==> config.mk <==
export PLATFORM = sky130hd
export DESIGN_NAME = reg_bus_master
export DESIGN_NICKNAME = d
export VERILOG_FILES = /design/src/rtl/reg_bus_pkg.sv /design/src/rtl/reg_bus_master.sv
export SDC_FILE = /design/constraint.sdc
export NUM_CORES = 1
export LEC_CHECK = 0
export CELL_PAD_IN_SITES_DETAIL_PLACEMENT = 1
export CELL_PAD_IN_SITES_GLOBAL_PLACEMENT = 2
export CORE_MARGIN = 8
export CORE_UTILIZATION = 24
export CTS_CLUSTER_DIAMETER = 80
export CTS_CLUSTER_SIZE = 30
export DETAILED_ROUTE_END_ITERATION = 12
export GPL_TIMING_DRIVEN = 1
export PLACE_DENSITY = 0.77
export SYNTH_ARGS = -nofsm -noshare
export SYNTH_HDL_FRONTEND = slang
export SYNTH_SLANG_ARGS = --single-unit
==> constraint.sdc <==
create_clock -name clk -period 2.2 [get_ports clk]
set_clock_uncertainty 0.2 [all_clocks]
set_input_delay 0.44 -clock clk [delete_from_list [all_inputs] [get_ports clk]]
set_output_delay 0.44 -clock clk [all_outputs]
set_load 0.03 [all_outputs]
==> src/rtl/reg_bus_pkg.sv <==
// Shared definitions for the register-bus master.
// Contents: bus widths (ADDR_W, DATA_W) and the master FSM state type.
package reg_bus_pkg;

    localparam int unsigned ADDR_W = 14;
    localparam int unsigned DATA_W = 16;

    typedef enum logic [2:0] {
        StIdle,
        StWr,
        StRd,
        StRdWait,
        StRsp
    } state_e;

endpackage

==> src/rtl/reg_bus_master.sv <==
// Burst command front-end driving a simple single-cycle register bus.
// A command (write/read, start address, beat count - 1) is turned into a series
// of register-bus cycles. Writes consume one wd beat per bus write and return a
// single response; reads return one response per beat, last beat flagged.
//
// Ports
//   clk, rst                      clock; asynchronous active-high reset
//   cmd_valid/ready/write/addr/len command channel (len = beats - 1)
//   wd_valid/ready/data           write-data channel
//   rsp_valid/ready/data/last     response channel
//   wr_en, rd_en, addr            register-bus strobes and address
//   write_data, read_data         register-bus data (read_data combinational from addr)
//   busy                          high whenever the FSM is not idle
module reg_bus_master
    import reg_bus_pkg::*;
#(
    parameter int unsigned RD_LAT = 0  // cycles after rd_en at which read_data is sampled, 0..3
) (
    input  logic              clk,
    input  logic              rst,

    input  logic              cmd_valid,
    output logic              cmd_ready,
    input  logic              cmd_write,
    input  logic [ADDR_W-1:0] cmd_addr,
    input  logic [7:0]        cmd_len,

    input  logic              wd_valid,
    output logic              wd_ready,
    input  logic [DATA_W-1:0] wd_data,

    output logic              rsp_valid,
    input  logic              rsp_ready,
    output logic [DATA_W-1:0] rsp_data,
    output logic              rsp_last,

    output logic              wr_en,
    output logic              rd_en,
    output logic [ADDR_W-1:0] addr,
    output logic [DATA_W-1:0] write_data,
    input  logic [DATA_W-1:0] read_data,

    output logic              busy
);

    // Value of the wait counter on the cycle read_data is captured.
    localparam logic [1:0] LAT_LAST = 2'((RD_LAT == 0) ? 0 : RD_LAT - 1);

    state_e              state_q;
    logic [ADDR_W-1:0]   addr_q;
    logic [7:0]          beats_q;
    logic                dir_q;
    logic [1:0]          lat_q;
    logic [DATA_W-1:0]   data_q;

    // Writes answer once per command; reads flag only the final beat.
    logic last_beat;
    assign last_beat = dir_q || (beats_q == 8'd0);

    always_ff @(posedge clk or posedge rst) begin
        if (rst) begin
            state_q <= StIdle;
            addr_q  <= '0;
            beats_q <= '0;
            dir_q   <= 1'b0;
            lat_q   <= '0;
            data_q  <= '0;
        end else begin
            case (state_q)
                StIdle: begin
                    if (cmd_valid) begin
                        addr_q  <= cmd_addr;
                        beats_q <= cmd_len;
                        dir_q   <= cmd_write;
                        state_q <= cmd_write ? StWr : StRd;
                    end
                end
                StWr: begin
                    if (wd_valid) begin
                        addr_q <= addr_q + 1'b1;
                        if (beats_q == 8'd0) begin
                            data_q  <= '0;
                            state_q <= StRsp;
                        end else begin
                            beats_q <= beats_q - 1'b1;
                        end
                    end
                end
                StRd: begin
                    if (RD_LAT == 0) begin
                        data_q  <= read_data;
                        state_q <= StRsp;
                    end else begin
                        lat_q   <= '0;
                        state_q <= StRdWait;
                    end
                end
                StRdWait: begin
                    // addr stays on addr_q, so read_data is still for this beat
                    if (lat_q == LAT_LAST) begin
                        data_q  <= read_data;
                        state_q <= StRsp;
                    end else begin
                        lat_q <= lat_q + 1'b1;
                    end
                end
                StRsp: begin
                    if (rsp_ready) begin
                        if (last_beat) begin
                            state_q <= StIdle;
                        end else begin
                            addr_q  <= addr_q + 1'b1;
                            beats_q <= beats_q - 1'b1;
                            state_q <= StRd;
                        end
                    end
                end
                default: state_q <= StIdle;
            endcase
        end
    end

    always_comb begin
        cmd_ready  = (state_q == StIdle) && !rst;
        wd_ready   = 1'b0;
        wr_en      = 1'b0;
        write_data = '0;
        rd_en      = 1'b0;
        rsp_valid  = 1'b0;
        rsp_data   = '0;
        rsp_last   = 1'b0;
        busy       = (state_q != StIdle);
        addr       = addr_q;
        case (state_q)
            StWr: begin
                wd_ready   = 1'b1;
                wr_en      = wd_valid;
                write_data = wd_data;
            end
            StRd: begin
                rd_en = 1'b1;
            end
            StRsp: begin
                rsp_valid = 1'b1;
                rsp_data  = data_q;
                rsp_last  = last_beat;
            end
            default: begin
            end
        endcase
    end

endmodule
* Word level (Yosys, flattened, before mapping)
Cells that the tools add are included.
Word-level totals: word-level logic and storage cells 66, flip-flop bits (word level) 44, input port bits 60
Operators by class: reductions and logical operators 15, bitwise logic cells 1, mux-type cells 30, add/subtract/negate cells 3, equal/unequal tests 11
Operators by type and width (count):
- $mux 16 | 5
- $mux 14 | 4
- $pmux 16 s3 | 1
- $pmux 14 s3 | 1
- $mux 8 | 5
- $pmux 8 s3 | 1
- $mux 3 | 5
- $pmux 3 s5 | 1
- $add 14x1->14 const B | 1
- $ne 2x2->1 const B | 7
- $reduce_and 5->1 | 2
- $reduce_bool 3->1 | 3
- $logic_not 8->1 | 1
- $sub 8x1->8 const B | 1
- $eq 3x2->1 const B | 2
- $reduce_and 6->1 | 1
- $mux 1 | 5
- $mux 2 | 2
- $reduce_and 2->1 | 2
- $reduce_and 4->1 | 1
- $eq 3x1->1 const B | 1
- $eq 3x3->1 const B | 1
- $logic_not 3->1 | 1
- $add 2x1->2 const B | 1
- other kinds (5) | 5

* Depth between registers and ports, before layout
Gate-level depths: netlist of the first run.
depth after elaboration 5, mapped depth 8, mapped depth without buffers 7

* Worst setup path before layout of the first run
No wires, ideal clock.
path kind flip-flop to output port, from register state_q[1], to output write_data[10], data required time 1560 ps, path buffers 3, path slack -262 ps, stages on the path, launching flop included 6, arrival time 1822 ps, cells stage by stage dfrtp_1 buf_2 nor3b_1 clkbuf_1 clkbuf_1 and2_1
Between the ends: cells in the longest elaborated chain, start to end 2
Ends and longest elaborated chain:
- start, declared | line reg_bus_master.sv:49 | state_e state_q;
- start signal, assigned | line reg_bus_master.sv:62 | state_q <= StIdle;
- start signal, assigned | line reg_bus_master.sv:75 | state_q <= cmd_write ? StWr : StRd;
- start signal, assigned | line reg_bus_master.sv:83 | state_q <= StRsp;
- $eq 3x1->1 | line reg_bus_master.sv:134 | case (state_q)
- $mux 16 | line reg_bus_master.sv:134
- end, declared | line reg_bus_master.sv:40 | output logic [DATA_W-1:0] write_data,
Every way passes these cells.

* Final worst setup path of the first run
from register beats_q[0], to output rsp_last
Between the ends: cells in the longest elaborated chain, start to end 3
Ends and longest elaborated chain:
- start, declared | line reg_bus_master.sv:51 | logic [7:0] beats_q;
- start signal, assigned | line reg_bus_master.sv:73 | beats_q <= cmd_len;
- start signal, assigned | line reg_bus_master.sv:85 | beats_q <= beats_q - 1'b1;
- start signal, assigned | line reg_bus_master.sv:113 | beats_q <= beats_q - 1'b1;
- $logic_not 8->1 | line reg_bus_master.sv:58 | assign last_beat = dir_q || (beats_q == 8'd0);
- $logic_or 1x1->1 | line reg_bus_master.sv:58
- $mux 1 | line reg_bus_master.sv:134
- end, declared | line reg_bus_master.sv:35 | output logic rsp_last,
Every way passes these cells.

==> results of run 1 <==
worst max-delay path: cells and delay by family (launching register included):
kind          cells  cell delay (ns)
fa+ha+maj         1             0.13
simple gates      4             0.66
buf+inv           2             0.22
flops             1             0.39
how the worst min path moves through the flow:
stage,to,depth (start not counted)
final,data_q[2],2
after global routing,data_q[10],2
after CTS,data_q[2],2
after detailed placement,data_q[2],2
after global placement,data_q[11],2
after floorplan,data_q[10],2
synthesized netlist by cell type (all sizes together), types with 5 or more instances:
cell type / count
o22ai: 5
a21oi: 26
nor2: 23
nor2b: 5
dfrtp: 44
nand2: 54
buf: 12
a2bb2oi: 5
nand3: 7
and2: 19
inv: 9
clkbuf: 10
and3: 19
o21ai: 38
timing repair:
action                                 4_1_cts  5_1_grt
setup endpoints to repair                   36       39
endpoints found under the hold margin        0        0
cloned                                       3        0
setup buffers                                7        5
pin swaps                                   18        2
gates resized for setup                     51       19
hold buffers                                 0        0
area by class of cell:
cell class / instances / area, µm²
Sequential cell: 44 / 1102
Timing Repair Buffer: 164 / 1550
Inverter: 9 / 33.78
Fill cell: 1302 / 6575
Clock buffer: 6 / 138.9
Tap cell: 143 / 178.9
Clock inverter: 2 / 38.79
Multi-Input combinational cell: 251 / 1605
state kept, by name (all words and copies together) (netlist names):
name     cells
beats_q      8
lat_q        2
state_q      3
data_q      16
dir_q        1
addr        14
logic make-up after synthesis:
| kind of cell | synth area share, % |
|---|---|
| multiplexers | 1.149 |
| XOR/XNOR | 0.6435 |
| AO/OA/AOI/OAI | 22.01 |
| adder cells (fa/ha/maj) | 1.838 |
| AND/OR/NAND/NOR | 27.85 |
| buffers and inverters | 6.066 |
| flip-flops | 40.44 |
routing by layer:
layer  vias up  global-route usage [%]  wire length (µm)
li1       1441                       -                 -
met1      1423                   14.55              4201
met2        71                   24.56              5439
met3         7                   2.530               530
met4         0                   3.199                87
met5         -                       0                 0
placed cells by master, fill, tap and decap left out, types with 3 or more instances in the layout:
cell type	count
a21oi_1	23
a21oi_2	3
a2bb2oi_1	4
a31o_2	3
and2_4	17
and3_1	19
buf_12	3
buf_4	60
buf_6	27
clkbuf_16	5
clkdlybuf4s50_1	73
dfrtp_1	43
ha_1	3
inv_1	6
nand2_1	54
nand3_1	7
nor2_1	18
nor2_4	3
nor2b_1	3
nor3_1	4
o21ai_0	11
o21ai_1	25
o22ai_1	5
report_power, final:
part	switching (mW)	internal (mW)
registers	0.343	1.17
logic	2.56	2.25
clock network	0.315	0.569
total	3.22	3.98
metrics by stage:
stage / setup TNS [ns] / hold WS (ns) / std cells / util [%]
after floorplan: 0 / 0.2473 / 326 / -
after global placement: -0.04999 / 0.2607 / 596 / 36.96
after detailed placement: -0.2934 / 0.2721 / 596 / 36.96
after CTS: -0.8999 / 0.2868 / 614 / 40.46
after global routing: -2.829 / 0.3115 / 619 / 41.42
final: -0.6416 / 0.2801 / 619 / 41.42
==> reports/metrics.csv, run 1 <==
stage,metric,value,unit
pwr,worst vdd ir,0.7082,mV
yosys,Yosys top cell by area,dfrtp_1,
critical_path,Crit Path Class,flop to output pin,
status,status,"complete, but fails checks",
critical_path,"critical path fanouts, max",2,
cells_and_area,post-layout net count,539,
critical_path,crit path DAT,1.69,ns
critical_path,launching point of the worst reg2reg path,beats_q[0],
cts,Root Buffer,clkbuf_16,
yosys,top-area cell type share of the netlist area,40.44,%
floorplan,Rows,39,
yosys,Syn. warnings,0,
sta,final-report setup violation count,19,
cts,H-tree Lvls,2,
critical_path,CP max stage delay,0.39,ns
cells_and_area,Final Instance Area,0.004648,mm²
grt,first-pass GRT wire length,15880,µm
placement,pre-CTS setup slack,-0.06208,ns
sta,period utilization,106.0,%
cts,"CTS clk-pin slew, worst paths",0.07,ns
cells_and_area,ANT cells,0,
floorplan,Die Ht,122.5,µm
critical_path,Crit. End Element,output pin,
routing,via/cell ratio,4.753,
grt,GRT Resource Usage Total,12.99,%
routing,Initial DRC Count,88,
grt,vias in the first global route,3106,
routing,wire per inst,16.57,µm
yosys,top post-synthesis cells by area,"dfrtp_1 40%, nand2_1 7.4%, o21ai_1 4.6%, a21oi_1 4.4%, and2_1 4.4%",
cts,CTS tree,built,
yosys,ys async rst share,100.0,%
pwr,LEAKAGE,2.042,nW
yosys,Post-synth EDFFs,0,
cells_and_area,Area Overhead vs Synth,70.73,%
hold_path,Hold Path Class,flop to flop,
yosys,Synth cell types,54,
sta,Pins Over Slew Limit,0,
placement,area of placed instances,0.004148,mm²
cells_and_area,share of layout cells above drive strength 1,31.51,%
floorplan,CORE AREA,0.01122,mm²
yosys,Syn Area/Cell,8.352,µm²
run,Max Cap Viol,0,
routing,drt total wl,10260,µm
floorplan,chip width,122.5,µm
placement,Placer Congestion,0.7465,
sta,RSZ-0062 raised after global routing,true,
sta,Slew @ Worst Pin,0.5923,ns
floorplan,# IOs,113,
yosys,"Seq/Total Area, Yosys",40.44,%
status,failing checks,negative setup slack,
critical_path,critical path startpoint category,flop,
pwr,P per Cell Area,1549,mW/mm²
routing,drt pass-1 iters,4,
critical_path,CP Data Required Time,1.56,ns
hold_path,Hold Crit Start,data_q[2],
yosys,synthesis-stage register bit count,44,
floorplan,Die Area,0.01501,mm²
cts,CTS buffer count,5,
sta,"Hold Vio Cnt, Final",0,
yosys,Post-Synthesis Cells,326,
routing,Post-route DRC,0,
routing,DR vias,2942,
critical_path,"Cell Chain, Critical Path","inv_2, ha_4, or3b_4, nor2_4, nor2_2, nor2_4, buf_6",
yosys,Most used DFF post-synth,dfrtp_1,
sta,f_max,0.4290,GHz
sta,post-route setup slack,-0.1311,ns
placement,# port buffers,112,
critical_path,end of the critical path,rsp_last,
floorplan,Starting Density,24.26,%
grt,initial antenna violation count,0,
critical_path,FF-to-FF setup slack,-0.04,ns
critical_path,Most common cell on crit path,nor2_4,
yosys,mapped cell area,0.002723,mm²
critical_path,Critical path origin,beats_q[0],
grt,GRT overflow,0,
pwr,Overall Power,7.200,mW
routing,Routed Antenna Nets,0,
grt,largest net degree at the start of global routing,45,
critical_path,R2R Path End,data_q[13],
sta,fin crit period,2.331,ns
placement,DP HPWL,7670,µm
cts,Sink Count,44,
yosys,Synthesized Nets,390,
critical_path,R2R cell count,9,
cts,Longest Clk Path Bufs,2,
sta,Slew headroom,60.37,%
critical_path,Crit-path slowest cell,dfrtp_1,
cts,clock latency on the worst-skew pair,0.29,ns
Note: power is estimated with default switching activity, not from simulation.
==> inputs of run 2 (changes only) <==
--- a/config.mk
+++ b/config.mk
@@ -8,12 +8,13 @@
 export CELL_PAD_IN_SITES_DETAIL_PLACEMENT = 1
 export CELL_PAD_IN_SITES_GLOBAL_PLACEMENT = 2
 export CORE_MARGIN = 8
-export CORE_UTILIZATION = 24
+export CORE_UTILIZATION = 21
 export CTS_CLUSTER_DIAMETER = 80
 export CTS_CLUSTER_SIZE = 30
 export DETAILED_ROUTE_END_ITERATION = 12
 export GPL_TIMING_DRIVEN = 1
-export PLACE_DENSITY = 0.77
+export PLACE_DENSITY = 0.71
+export SLEW_MARGIN = 20
 export SYNTH_ARGS = -nofsm -noshare
 export SYNTH_HDL_FRONTEND = slang
 export SYNTH_SLANG_ARGS = --single-unit
==> constraint.sdc (replaced) <==
create_clock -name clk -period 1.9 [get_ports clk]
set_clock_uncertainty 0.2 [all_clocks]
set_input_delay 0.38 -clock clk [delete_from_list [all_inputs] [get_ports clk]]
set_output_delay 0.38 -clock clk [all_outputs]
set_load 0.03 [all_outputs]
==> reports/metrics.csv, run 2 (synthesis gave the netlist of run 1 again) <==
stage,metric,value,unit
cells_and_area,max FFs per register,16,
critical_path,R2R Path End,addr[12],
hold_path,Hold Crit Start,data_q[11],
sta,Slew @ Worst Pin,0.4868,ns
routing,Post-route DRC,0,
placement,# port buffers,112,
grt,initial antenna violation count,0,
cells_and_area,share of layout cells above drive strength 1,46.56,%
cts,# hold bufs at CTS,0,
grt,GRT overflow,0,
critical_path,Crit Path Class,flop to output pin,
floorplan,Rows,41,
routing,Initial DRC Count,88,
routing,wire per inst,17.72,µm
cells_and_area,Non-Filler Instances,681,
critical_path,crit path DAT,1.70,ns
placement,Inst Count DP,634,
status,failing checks,negative setup slack,
sta,RSZ-0062 raised after global routing,true,
cells_and_area,"commonest non-fill, non-tap cell in the layout",buf_6,
cells_and_area,Final Instance Area,0.005429,mm²
cells_and_area,most frequent cells in the layout,"61 x buf_6, 59 x clkdlybuf4s50_1, 52 x nand2_1",
cells_and_area,ANT cells,0,
critical_path,"critical path fanouts, max",2,
cells_and_area,largest register by flop count,data_q,
grt,first-pass GRT wire length,18950,µm
cts,CTS tree,built,
placement,pre-CTS setup slack,-0.4424,ns
sta,f_max,0.4387,GHz
placement,DP HPWL,7707,µm
sta,setup TNS,-18.57,ns
floorplan,# IOs,113,
cts,Root Buffer,clkbuf_16,
pwr,LEAKAGE,2.263,nW
placement,Placer Congestion,0.7473,
sta,Hold WS,0.2994,ns
floorplan,Starting Density,21.57,%
critical_path,launching point of the worst reg2reg path,state_q[2],
hold_path,Hold Path Class,flop to flop,
floorplan,chip width,129.9,µm
sta,period utilization,120.0,%
cts,Sink Count,44,
critical_path,Crit. End Element,output pin,
sta,"Hold Vio Cnt, Final",0,
grt,GRT Resource Usage Total,14.15,%
critical_path,FF-to-FF setup slack,-0.30,ns
critical_path,CP Data Required Time,1.32,ns
cts,"CTS clk-pin slew, worst paths",0.07,ns
placement,area of placed instances,0.004334,mm²
sta,fin crit period,2.280,ns
routing,Routed Antenna Nets,0,
cells_and_area,post-layout net count,572,
critical_path,R2R cell count,8,
sta,Pins Over Slew Limit,0,
floorplan,CORE AREA,0.01262,mm²
sta,Slew headroom,67.09,%
sta,final-report setup violation count,80,
routing,via/cell ratio,4.712,
routing,DR vias,3209,
cells_and_area,Area Overhead vs Synth,99.40,%
routing,drt total wl,12070,µm
pwr,P per Cell Area,1822,mW/mm²
routing,drt pass-1 iters,4,
grt,vias in the first global route,3553,
sta,post-route setup slack,-0.3797,ns
cts,CTS buffer count,5,
status,status,"complete, but fails checks",
hold_path,Worst Hold Path EP,data_q[11],
cts,Longest Clk Path Bufs,2,
cts,clock latency on the worst-skew pair,0.28,ns
pwr,worst vdd ir,0.7780,mV
floorplan,Die Ht,129.9,µm
cts,H-tree Lvls,2,
critical_path,critical path startpoint category,flop,
run,Max Cap Viol,0,
floorplan,Die Area,0.01686,mm²
hold_path,hold depth,2,
grt,largest net degree at the start of global routing,45,
-- run 2: area by class of cell --
| class | instances | area (µm²) |
|---|---|---|
| Tap cell | 172 | 215.2 |
| Sequential cell | 44 | 1102 |
| Timing Repair Buffer | 193 | 1941 |
| Multi-Input combinational cell | 255 | 1966 |
| Inverter | 9 | 33.78 |
| Fill cell | 1470 | 7191 |
| Clock inverter | 3 | 46.29 |
| Clock buffer | 5 | 125.1 |
-- run 2: per-stage QoR --
stage / utilization [%] / total power, mW
after floorplan: - / 4.994
after global placement: 34.34 / 6.910
after detailed placement: 34.34 / 7.041
after CTS: 42.09 / 9.649
after global routing: 43.02 / 10.54
final: 43.02 / 9.892
-- run 2: report_power, final --
group          internal, mW  switching [mW]
clock                 0.626           0.407
sequential             1.35           0.406
combinational          3.43            3.67
-- run 2: worst max-delay path, stage by stage (launching register included) --
cell and delay, ns:
dfrtp_1 0.39, inv_2 0.08, ha_4 0.13, or3b_4 0.40
nor2_4 0.15, nor2_4 0.05, nor2_4 0.08, buf_6 0.13
-- run 2: worst max path at each step --
| stage | from | endpoint | slack (ns) | cells after the start |
|---|---|---|---|---|
| finish | beats_q[1] | rsp_last | -0.38 | 7 |
| global route | beats_q[1] | rsp_last | -0.44 | 7 |
| CTS | beats_q[1] | rsp_last | -0.37 | 7 |
| detailed placement | rsp_ready | addr[12] | -0.44 | 7 |
| global placement | rsp_ready | addr[0] | -0.40 | 7 |
| floorplan | beats_q[0] | rsp_last | -0.06 | 6 |
-- run 2: metal layers --
metal | track usage [%] | vias up | routed length (µm)
met5 | 0 | - | 0
met3 | 2.326 | 7 | 564
met4 | 3.347 | 0 | 112
met1 | 17.15 | 1610 | 5252
met2 | 25.51 | 73 | 6137
li1 | - | 1519 | -
-- run 2: repair_timing --
| action | CTS | global route |
|---|---|---|
| endpoints found under the setup margin | 93 | 80 |
| cloned | 10 | 0 |
| hold endpoints to repair | 0 | 0 |
| resized for setup | 151 | 18 |
| pin swaps | 60 | 14 |
| buffers inserted | 22 | 8 |
==> inputs of run 3 (changes only) <==
--- a/config.mk
+++ b/config.mk
@@ -7,6 +7,7 @@
 export LEC_CHECK = 0
 export CELL_PAD_IN_SITES_DETAIL_PLACEMENT = 1
 export CELL_PAD_IN_SITES_GLOBAL_PLACEMENT = 2
+export CORE_ASPECT_RATIO = 1.2
 export CORE_MARGIN = 8
 export CORE_UTILIZATION = 21
 export CTS_CLUSTER_DIAMETER = 80
==> reports/metrics.csv, run 3 (synthesis gave the netlist of run 1 again) <==
stage,metric,value,unit
routing,Routed Antenna Nets,0,
routing,Post-route DRC,0,
sta,period utilization,120.7,%
routing,drt total wl,12870,µm
cells_and_area,post-layout net count,588,
routing,Initial DRC Count,64,
cells_and_area,largest register by flop count,data_q,
floorplan,CORE AREA,0.01267,mm²
critical_path,crit path DAT,1.71,ns
floorplan,# IOs,113,
critical_path,Crit. End Element,output pin,
grt,vias in the first global route,3750,
pwr,LEAKAGE,2.409,nW
critical_path,CP max stage delay,0.55,ns
critical_path,CP Data Required Time,1.32,ns
cells_and_area,FF+latch area,0.001102,mm²
sta,f_max,0.4360,GHz
floorplan,Starting Density,21.49,%
grt,largest net degree at the start of global routing,22,
routing,drt pass-1 iters,4,
cts,Root Buffer,clkbuf_16,
sta,final-report setup violation count,80,
cts,Sink Count,44,
critical_path,"Cell Chain, Critical Path","or4_4, nor2_4, nor2_4, nor2_4, buf_12",
critical_path,critical path startpoint category,flop,
floorplan,chip width,119.9,µm
floorplan,Die Ht,140.7,µm
critical_path,FF-to-FF setup slack,-0.33,ns
critical_path,"critical path fanouts, max",4,
cts,clock latency on the worst-skew pair,0.28,ns
placement,area of placed instances,0.004409,mm²
routing,wire per inst,18.68,µm
placement,Placer Congestion,0.7483,
cells_and_area,Area Overhead vs Synth,109.4,%
pwr,P per Cell Area,1915,mW/mm²
sta,fin crit period,2.293,ns
cts,Longest Clk Path Bufs,2,
cells_and_area,footprint of the multi-input gates,0.001987,mm²
pwr,worst vdd ir,0.8649,mV
pwr,P_int,6.162,mW
critical_path,launching point of the worst reg2reg path,beats_q[0],
floorplan,Rows,45,
placement,# port buffers,112,
cells_and_area,ANT cells,0,
cells_and_area,most frequent cells in the layout,"77 x buf_6, 59 x clkdlybuf4s50_1, 48 x nand2_1, 48 x buf_4, 43 x dfrtp_1",
cts,CTS tree,built,
grt,initial antenna violation count,0,
cells_and_area,max FFs per register,16,
status,failing checks,negative setup slack,
critical_path,R2R Path End,data_q[15],
cts,CTS buffer count,5,
critical_path,Crit path max-delay family,simple AND/OR/NAND/NOR gates,
sta,"Hold Vio Cnt, Final",0,
cts,H-tree Lvls,2,
run,Max Cap Viol,0,
cells_and_area,Layout fillers,1396,
critical_path,R2R cell count,10,
cells_and_area,Final Instance Area,0.005702,mm²
routing,via/cell ratio,4.734,
cells_and_area,"commonest non-fill, non-tap cell in the layout",buf_6,
pwr,part of the power in combinational logic,74.1,%
grt,first-pass GRT wire length,20550,µm
floorplan,Die Area,0.01688,mm²
cts,"CTS clk-pin slew, worst paths",0.07,ns
critical_path,Buf/Inv on CP,1,
pwr,Net Sw Power,4.759,mW
pwr,clock group share of total power,9.9,%
sta,post-route setup slack,-0.3933,ns
critical_path,Crit Path Class,flop to output pin,
placement,DP HPWL,8051,µm
hold_path,Hold Path Class,input port to asynchronous set/reset pin,
routing,DR vias,3262,
sta,Hold WS,0.2290,ns
pwr,sequential power share,16.0,%
status,status,"complete, but fails checks",
sta,Slew @ Worst Pin,0.5877,ns
sta,Slew headroom,60.64,%
critical_path,Critical path origin,beats_q[5],
sta,Pins Over Slew Limit,0,
pwr,Switching Share,43.58,%
sta,RSZ-0062 raised after global routing,true,
grt,GRT Resource Usage Total,15.11,%
cells_and_area,share of layout cells above drive strength 1,49.71,%
critical_path,Crit-path slowest cell,or4_4,
grt,GRT overflow,0,
critical_path,Most common cell on crit path,nor2_4,
run 3: cell types whose count changed in the layout (fill, tap and decap cells not counted), sizes merged:
cell / change
buf: +16
clkbuf: +3
inv: -1
bufbuf: -1
clkinvlp: -1
run 3: what timing repair did:
item | CTS | global route
hold buffers | 0 | 0
pin swaps | 62 | 38
hold endpoints to repair | 0 | 0
cloned | 13 | 1
gates resized for setup | 143 | 55
endpoints found under the setup margin | 94 | 81
setup buffers | 26 | 14
run 3: area by class of cell:
type / count / share of cell area (%)
Multi-Input combinational cell: 255 / 34.85
Inverter: 9 / 0.6364
Sequential cell: 44 / 19.33
Timing Repair Buffer: 209 / 38.38
Clock inverter: 1 / 0.5267
Clock buffer: 7 / 2.677
Tap cell: 164 / 3.599
run 3: how the worst max path moves through the flow:
stage,depth (start not counted),to,slack (ns)
floorplan,6,rsp_last,-0.06
global placement,7,addr[1],-0.36
detailed placement,7,addr[12],-0.43
CTS,7,rsp_last,-0.38
global route,7,rsp_last,-0.46
finish,5,rsp_last,-0.39
run 3: per-stage QoR:
step                      power (mW)  std cells  TNS (ns)  util, %  setup WS [ns]
after CTS                      10.13        680    -20.47    42.91        -0.3826
after global routing           11.59        689    -23.46    45.01        -0.4643
after global placement         7.022        634    -13.81    34.80        -0.3574
after detailed placement       7.167        634    -15.74    34.80        -0.4274
final                          10.92        689    -18.27    45.01        -0.3933
after floorplan                4.994        326    -1.054        -       -0.05922
run 3: layer usage:
metal	vias to the layer above	wire length (µm)	GRT usage, %
li1	1550	-	-
met1	1619	4951	16.32
met2	74	7242	29.14
met3	19	500	3.156
met4	0	176	3.294
met5	-	0	0
run 3: power groups by stage:
stage | registers, mW | logic, mW | clock network (mW)
2_1_floorplan | 1.95 | 3.04 | 0
3_3_place_gp | 1.70 | 5.32 | 0
3_5_place_dp | 1.73 | 5.44 | 0
4_1_cts | 1.72 | 7.31 | 1.09
5_1_grt | 1.81 | 8.65 | 1.13
6_report | 1.75 | 8.09 | 1.08
